===== src/rtl/carrier_sense_pkg.sv =====
// Shared types and widths for the carrier-sense energy detector.
// Latency: n/a (declarations only).
// Backpressure: n/a.
package carrier_sense_pkg;

    localparam int MAG_W  = 32;
    localparam int HANG_W = 16;

    typedef enum logic [1:0] {
        FILL = 2'd0,
        IDLE = 2'd1,
        BUSY = 2'd2,
        HANG = 2'd3
    } cs_state_t;

    // Carrier is reported while busy or holding over.
    function automatic logic carrier_of(cs_state_t s);
        return (s == BUSY) || (s == HANG);
    endfunction

endpackage


===== src/rtl/carrier_sense_detector_if.sv =====
// Sample/threshold/status bundle between the RX chain and the carrier-sense detector.
// Latency: n/a (wiring only). Optional stats signals exist when CS_STATS_EN is defined.
// Backpressure: none; samples are qualified by strobe only.
interface carrier_sense_detector_if #(parameter int SAMP_W = 16);
    import carrier_sense_pkg::*;

    logic                     strobe;
    logic                     run_rx;
    logic                     enable;
    logic signed [SAMP_W-1:0] i_in;
    logic signed [SAMP_W-1:0] q_in;
    logic [MAG_W-1:0]         thresh_on;
    logic [MAG_W-1:0]         thresh_off;
    logic [HANG_W-1:0]        hangover;
    logic                     carrier_present;
    logic [MAG_W-1:0]         power_avg;
    logic                     avg_valid;
`ifdef CS_STATS_EN
    logic                     stats_clear;
    logic [31:0]              busy_count;
`endif

    modport master (
        output strobe, run_rx, enable, i_in, q_in, thresh_on, thresh_off, hangover,
`ifdef CS_STATS_EN
        output stats_clear,
        input  busy_count,
`endif
        input  carrier_present, power_avg, avg_valid
    );

    modport slave (
        input  strobe, run_rx, enable, i_in, q_in, thresh_on, thresh_off, hangover,
`ifdef CS_STATS_EN
        input  stats_clear,
        output busy_count,
`endif
        output carrier_present, power_avg, avg_valid
    );

endinterface


===== src/rtl/cs_moving_avg.sv =====
// 2^LOG2_WIN-deep moving average of |x|^2 with fill tracking.
// Latency: avg/avg_valid registered 1 clk after in_valid.
// Backpressure: none; flush clears the window immediately.
module cs_moving_avg
    import carrier_sense_pkg::*;
#(
    parameter int LOG2_WIN = 4
) (
    input  logic             clk,
    input  logic             rst,
    input  logic             flush,
    input  logic             in_valid,
    input  logic [MAG_W-1:0] mag2,
    output logic [MAG_W-1:0] avg,
    output logic             avg_valid
);

    localparam int N     = 1 << LOG2_WIN;
    localparam int ACC_W = MAG_W + LOG2_WIN;
    localparam logic [LOG2_WIN:0] N_CNT = (LOG2_WIN + 1)'(N);

    logic [MAG_W-1:0]  dline [N];
    logic [ACC_W-1:0]  acc;
    logic [ACC_W-1:0]  acc_nxt;
    logic [LOG2_WIN:0] fill;
    logic [LOG2_WIN:0] fill_nxt;

    // Running sum adds the newest sample and retires the one falling off the window.
    assign acc_nxt  = acc + ACC_W'(mag2) - ACC_W'(dline[N-1]);
    assign fill_nxt = (fill == N_CNT) ? fill : fill + 1'b1;

    // Window update on each accepted sample; flush empties the window like reset.
    always_ff @(posedge clk) begin
        if (rst || flush) begin
            acc       <= '0;
            fill      <= '0;
            avg       <= '0;
            avg_valid <= 1'b0;
            for (int k = 0; k < N; k++) dline[k] <= '0;
        end else if (in_valid) begin
            acc      <= acc_nxt;
            fill     <= fill_nxt;
            avg      <= MAG_W'(acc_nxt >> LOG2_WIN);
            avg_valid <= (fill_nxt == N_CNT);
            dline[0] <= mag2;
            for (int k = 1; k < N; k++) dline[k] <= dline[k-1];
        end
    end

endmodule


===== src/rtl/carrier_sense_detector.sv =====
// RX energy detector: |I|^2+|Q|^2 -> moving average -> hysteresis/hangover FSM -> carrier_present.
// Latency: carrier_present updates 3 clk after the deciding strobe; power_avg/avg_valid after 2 clk.
// Backpressure: none; run_rx low flushes, enable low masks the flag. CS_STATS_EN adds busy_count/stats_clear.
module carrier_sense_detector
    import carrier_sense_pkg::*;
#(
    parameter int LOG2_WIN = 4,
    parameter int SAMP_W   = 16
) (
    input  logic clk,
    input  logic rst,
    carrier_sense_detector_if.slave bus
);

    logic signed [2*SAMP_W-1:0] i_sq;
    logic signed [2*SAMP_W-1:0] q_sq;
    logic [MAG_W-1:0]           mag2_nxt;
    logic [MAG_W-1:0]           mag2;
    logic                       stb_d1;
    logic                       stb_d2;
    logic [MAG_W-1:0]           avg;
    logic                       avg_valid;
    cs_state_t                  state;
    cs_state_t                  state_nxt;
    logic [HANG_W-1:0]          hang_cnt;
    logic [HANG_W-1:0]          hang_cnt_nxt;
    logic                       carrier_q;

    // Squares are non-negative and their sum peaks at 2^31, so the unsigned add cannot wrap.
    assign i_sq     = (2*SAMP_W)'(bus.i_in) * (2*SAMP_W)'(bus.i_in);
    assign q_sq     = (2*SAMP_W)'(bus.q_in) * (2*SAMP_W)'(bus.q_in);
    assign mag2_nxt = MAG_W'($unsigned(i_sq)) + MAG_W'($unsigned(q_sq));

    // Stage 1: register power of the new sample; stage valids drop while the chain is flushed.
    always_ff @(posedge clk) begin
        if (rst || !bus.run_rx) begin
            stb_d1 <= 1'b0;
            stb_d2 <= 1'b0;
            mag2   <= '0;
        end else begin
            stb_d1 <= bus.strobe;
            stb_d2 <= stb_d1;
            if (bus.strobe) mag2 <= mag2_nxt;
        end
    end

    // Stage 2: moving-average window.
    cs_moving_avg #(.LOG2_WIN(LOG2_WIN)) u_avg (
        .clk       (clk),
        .rst       (rst),
        .flush     (!bus.run_rx),
        .in_valid  (stb_d1),
        .mag2      (mag2),
        .avg       (avg),
        .avg_valid (avg_valid)
    );

    // Stage 3 decision: strict hysteresis with a hangover hold, evaluated once per sample.
    always_comb begin
        state_nxt    = state;
        hang_cnt_nxt = hang_cnt;
        if (stb_d2) begin
            case (state)
                FILL: if (avg_valid) state_nxt = IDLE;
                IDLE: if (avg > bus.thresh_on) state_nxt = BUSY;
                BUSY: if (avg < bus.thresh_off) begin
                    state_nxt    = HANG;
                    hang_cnt_nxt = bus.hangover;
                end
                HANG: begin
                    if (avg > bus.thresh_on)  state_nxt = BUSY;
                    else if (hang_cnt == '0)  state_nxt = IDLE;
                    else                      hang_cnt_nxt = hang_cnt - 1'b1;
                end
                default: state_nxt = FILL;
            endcase
        end
    end

    // State register and flag; enable masks the flag every clk without touching the FSM.
    always_ff @(posedge clk) begin
        if (rst || !bus.run_rx) begin
            state     <= FILL;
            hang_cnt  <= '0;
            carrier_q <= 1'b0;
        end else begin
            state     <= state_nxt;
            hang_cnt  <= hang_cnt_nxt;
            carrier_q <= bus.enable && carrier_of(state_nxt);
        end
    end

    assign bus.carrier_present = carrier_q;
    assign bus.power_avg       = avg;
    assign bus.avg_valid       = avg_valid;

`ifdef CS_STATS_EN
    logic [31:0] busy_cnt;

    // Occupancy counter: one count per evaluation spent busy or holding over, saturating.
    always_ff @(posedge clk) begin
        if (rst || bus.stats_clear)                                  busy_cnt <= '0;
        else if (stb_d2 && carrier_of(state) && (busy_cnt != '1))    busy_cnt <= busy_cnt + 1'b1;
    end

    assign bus.busy_count = busy_cnt;
`endif

endmodule

===== src/flat_wrapper.sv =====
// flat-port wrapper written by rule: the top's interface ports become plain ports
module carrier_sense_detector_flat import carrier_sense_pkg::*;
#(
    parameter int LOG2_WIN = 4,
    parameter int SAMP_W   = 16
)
  (clk, rst, bus_strobe, bus_run_rx, bus_enable, bus_i_in, bus_q_in, bus_thresh_on, bus_thresh_off, bus_hangover, bus_carrier_present, bus_power_avg, bus_avg_valid);
  carrier_sense_detector_if #(.SAMP_W(SAMP_W)) bus_i ();
  input  logic clk;
  input  logic rst;
  input wire logic [$bits(bus_i.strobe)-1:0] bus_strobe;
  input wire logic [$bits(bus_i.run_rx)-1:0] bus_run_rx;
  input wire logic [$bits(bus_i.enable)-1:0] bus_enable;
  input wire logic [$bits(bus_i.i_in)-1:0] bus_i_in;
  input wire logic [$bits(bus_i.q_in)-1:0] bus_q_in;
  input wire logic [$bits(bus_i.thresh_on)-1:0] bus_thresh_on;
  input wire logic [$bits(bus_i.thresh_off)-1:0] bus_thresh_off;
  input wire logic [$bits(bus_i.hangover)-1:0] bus_hangover;
  output wire logic [$bits(bus_i.carrier_present)-1:0] bus_carrier_present;
  output wire logic [$bits(bus_i.power_avg)-1:0] bus_power_avg;
  output wire logic [$bits(bus_i.avg_valid)-1:0] bus_avg_valid;
  assign bus_i.strobe = bus_strobe;
  assign bus_i.run_rx = bus_run_rx;
  assign bus_i.enable = bus_enable;
  assign bus_i.i_in = bus_i_in;
  assign bus_i.q_in = bus_q_in;
  assign bus_i.thresh_on = bus_thresh_on;
  assign bus_i.thresh_off = bus_thresh_off;
  assign bus_i.hangover = bus_hangover;
  assign bus_carrier_present = bus_i.carrier_present;
  assign bus_power_avg = bus_i.power_avg;
  assign bus_avg_valid = bus_i.avg_valid;
  carrier_sense_detector #(.LOG2_WIN(LOG2_WIN), .SAMP_W(SAMP_W)) u_core (.clk(clk), .rst(rst), .bus(bus_i));
endmodule

===== config.mk =====
export PLATFORM = sky130hd
export DESIGN_NAME = carrier_sense_detector_flat
export DESIGN_NICKNAME = d
export VERILOG_FILES = /design/src/rtl/carrier_sense_pkg.sv /design/src/rtl/carrier_sense_detector_if.sv /design/src/rtl/cs_moving_avg.sv /design/src/rtl/carrier_sense_detector.sv /design/src/flat_wrapper.sv
export SDC_FILE = /design/constraint.sdc
export NUM_CORES = 2
export LEC_CHECK = 0
export CAP_MARGIN = 20
export CORE_MARGIN = 3
export CORE_UTILIZATION = 63
export CTS_BUF_LIST = sky130_fd_sc_hd__clkbuf_4 sky130_fd_sc_hd__clkbuf_8 sky130_fd_sc_hd__clkbuf_16
export DETAILED_ROUTE_END_ITERATION = 10
export PLACE_DENSITY = 0.86
export SETUP_SLACK_MARGIN = 0.5
export SLEW_MARGIN = 20
export SYNTH_ARGS = -nofsm -noshare
export SYNTH_HDL_FRONTEND = slang
export SYNTH_HIERARCHICAL = 1
export SYNTH_SLANG_ARGS = --single-unit

===== constraint.sdc =====
create_clock -name clk -period 25.9 [get_ports clk]
set_clock_uncertainty 0.1 [all_clocks]
set_input_delay 5.18 -clock clk [delete_from_list [all_inputs] [get_ports clk]]
set_output_delay 5.18 -clock clk [all_outputs]
set_load 0.01 [all_outputs]

==> metrics <==
global-route wire length before repair=approximately 150,000 um; DRT antenna net count=0; Post-CTS Resized=0; total CTS buffers=61; Mapped Nets=4,967; RSZ-0062 raised after global routing=no; Commonest cells post-synth=inv_1, fa_1, edfxtp_1, and3_1, and2_1; Reg clk slew, reported paths=0.07 ns; Worst Setup Start Kind=input port; reg2reg path depth=5; IO buf count=150; DR vias/cell=~5.6; Detailed Route WL=94,400 um; 1st-iter DRT viols=2,655; number of synthesized register bits=607; area grow syn2layout=8.83%; min Tclk post-route=13.49 ns; Post-Syn Area=45,000 sq um; Post-CTS Setup Inserts=0; via count=28,599; Worst-Skew Late Latency=0.63 ns; Fin Hold WS=0.377 ns; Syn Area/Cell=11.1 sq um; Die Span X=approximately 270 um; initial antenna violation count=3; largest buffer count on any clock path=3; crit end category=flop; share of the yosys chip area belonging to registers=a little under two fifths; top cell type's share of synthesized area=34.2%; CP max FO=17; die area=74,700 sq um; hpwl dp=68,700 um; layout cell share with drive strength beyond 1=between 3 and 4%; Yosys warning count=6; I/O pin count=approximately 150; Synth Flop Type=edfxtp_1; Synth async-reset ratio=0%; setup TNS=0 ns; outcome=completed; number of synthesized flops with an enable pin=512; clock sinks=607; die extent in y=273 um; grt ovf=0; CTS tree=done; drt first pass iters=7; CP arrival=around 14 ns; vias in the first global route=29,335; critical path type=input port to flop; leading area contributor after synthesis=edfxtp_1; final setup violating endpoints=0; CP required=26.32 ns; DRC errors left=0; hold depth=2; worst hold path class=flop to flop; pin count of the biggest net entering global routing=285; Rel. slew slack=30.4%; Yosys cell types=72; deepest level of the CTS H-tree=2; Gate Count Post-Synth=4,051; crit share post-route=52.1%; Peak Freq=around 0.074 GHz; Core ar.=70,400 sq um; worst-margin pin slew=1.04 ns; Hold Fails Final Rpt=0; Total GRT Usage=25.7%; wire per inst=18.6 um; GP Congestion=approximately 0.94; most frequent cell after synthesis=inv_1; Synth area leaders=edfxtp_1, fa_1, inv_1, ha_1, dfxtp_1; FP Rows=97; Final Max Slew Viols=0; initial core utilization=64.0%; post-layout net count=between 4,000 and 5,000; number of max-cap violations=0; CTS Hold Bufs=0; root buf cell=clkbuf_16
[path summary, 6_finish.rpt]
kind	from	to	slack, ns
setup / recovery	bus_i_in[15]	u_core/mag2[30]$_SDFFE_PP0P_	12.41
hold / removal	u_core/mag2[14]$_SDFFE_PP0P_	u_core/mag2[14]$_SDFFE_PP0P_	0.38
setup reg to reg	u_core/stb_d1$_SDFF_PP0_	u_core/u_avg/dline[2][13]$_SDFFCE_PN0P_	21.36
hold reg to reg	u_core/mag2[14]$_SDFFE_PP0P_	u_core/mag2[14]$_SDFFE_PP0P_	0.38
[routing by layer]
metal | vias to the layer above | track usage [%] | share of wire, %
met4 | 0 | 9.10 | 3.6
li1 | 13043 | - | -
met2 | 1031 | 42.3 | 49
met1 | 14307 | 35.3 | 40
met3 | 218 | 3.75 | 6.9
met5 | - | 0 | 0
[cells by family after synthesis]
kind of cell	Yosys count	share of synthesized area, %
buffers and inverters	1062	9.16
xor gates and xnor gates	88	1.71
DFF	607	38.4
muxes	40	0.898
adders and majority gates	799	31.4
AOI/OAI and AO/OA	324	4.81
other	1	0.00833
and+or+nand+nor	1130	13.6
[area by class of cell]
type                       instances  area (sq um)
multi-input combinational       2382         23600
fill                            4683         21400
sequential                       607         17300
inverter                         851          3200
clock buffer                      81          1700
timing repair buffer             174          1690
tap                              940          1180
clock inverter                    34           310
antenna                            2          5.00
[flip-flops by register name, summed over array words and instances, names as in the netlist]
signal and count:
u_core/u_avg/avg_valid 1, u_core/u_avg/dline 512, u_core/stb_d1 1, u_core/stb_d2 1, u_core/u_avg/fill 5, u_core/mag2 32, u_core/bus.carrier_present 1, u_core/hang_cnt 16
u_core/u_avg/acc 4, u_core/u_avg/avg 32, u_core/state 2
[placed cells by master (no fill, tap or decap), drive strengths merged, types with 21 or more instances in the layout]
master / n
a211oi: 24
a21o: 36
a21oi: 100
and2: 298
and3: 301
buf: 25
clkbuf: 81
clkdlybuf4s50: 149
clkinv: 24
dfxtp: 95
edfxtp: 512
fa: 554
ha: 245
inv: 854
mux2i: 37
nand2: 204
nand3: 24
nand4: 23
nor2: 169
nor2b: 27
nor3: 22
o21ai: 38
o31ai: 21
xnor2: 59
xor2: 29
[critical path: stages]
cell and delay (ns):
clkdlybuf4s50_1 0.87, clkinv_1 0.68, nor2_1 0.31, fa_1 0.48, fa_1 0.51, inv_1 0.05
fa_1 0.48, inv_1 0.06, fa_1 0.49, fa_1 0.56, fa_1 0.42, fa_1 0.49
inv_1 0.06, fa_1 0.57, inv_1 0.06, ha_1 0.36, a21oi_1 0.30, o211ai_1 0.18
a2111oi_0 0.65, nor2_1 0.26, a221o_1 0.38, a41oi_1 0.26, mux2i_1 0.21, nand2_1 0.06
[stage by stage]
step / utilization (%) / setup slack, ns / instance area (sq um) / cells
5_1_grt: 69.6 / 12.03 / 49000 / 5069
3_5_place_dp: 66.7 / 11.87 / 47000 / 4954
6_report: 69.6 / 12.41 / 49000 / 5071
3_3_place_gp: 66.7 / 12.21 / 47000 / 4954
4_1_cts: 69.6 / 12.54 / 49000 / 5069
2_1_floorplan: - / 5.23 / 45000 / 4051
Power is left out: the tool's default activity adds up to more than one toggle a clock period on the data nets, which glitch-free logic cannot reach.
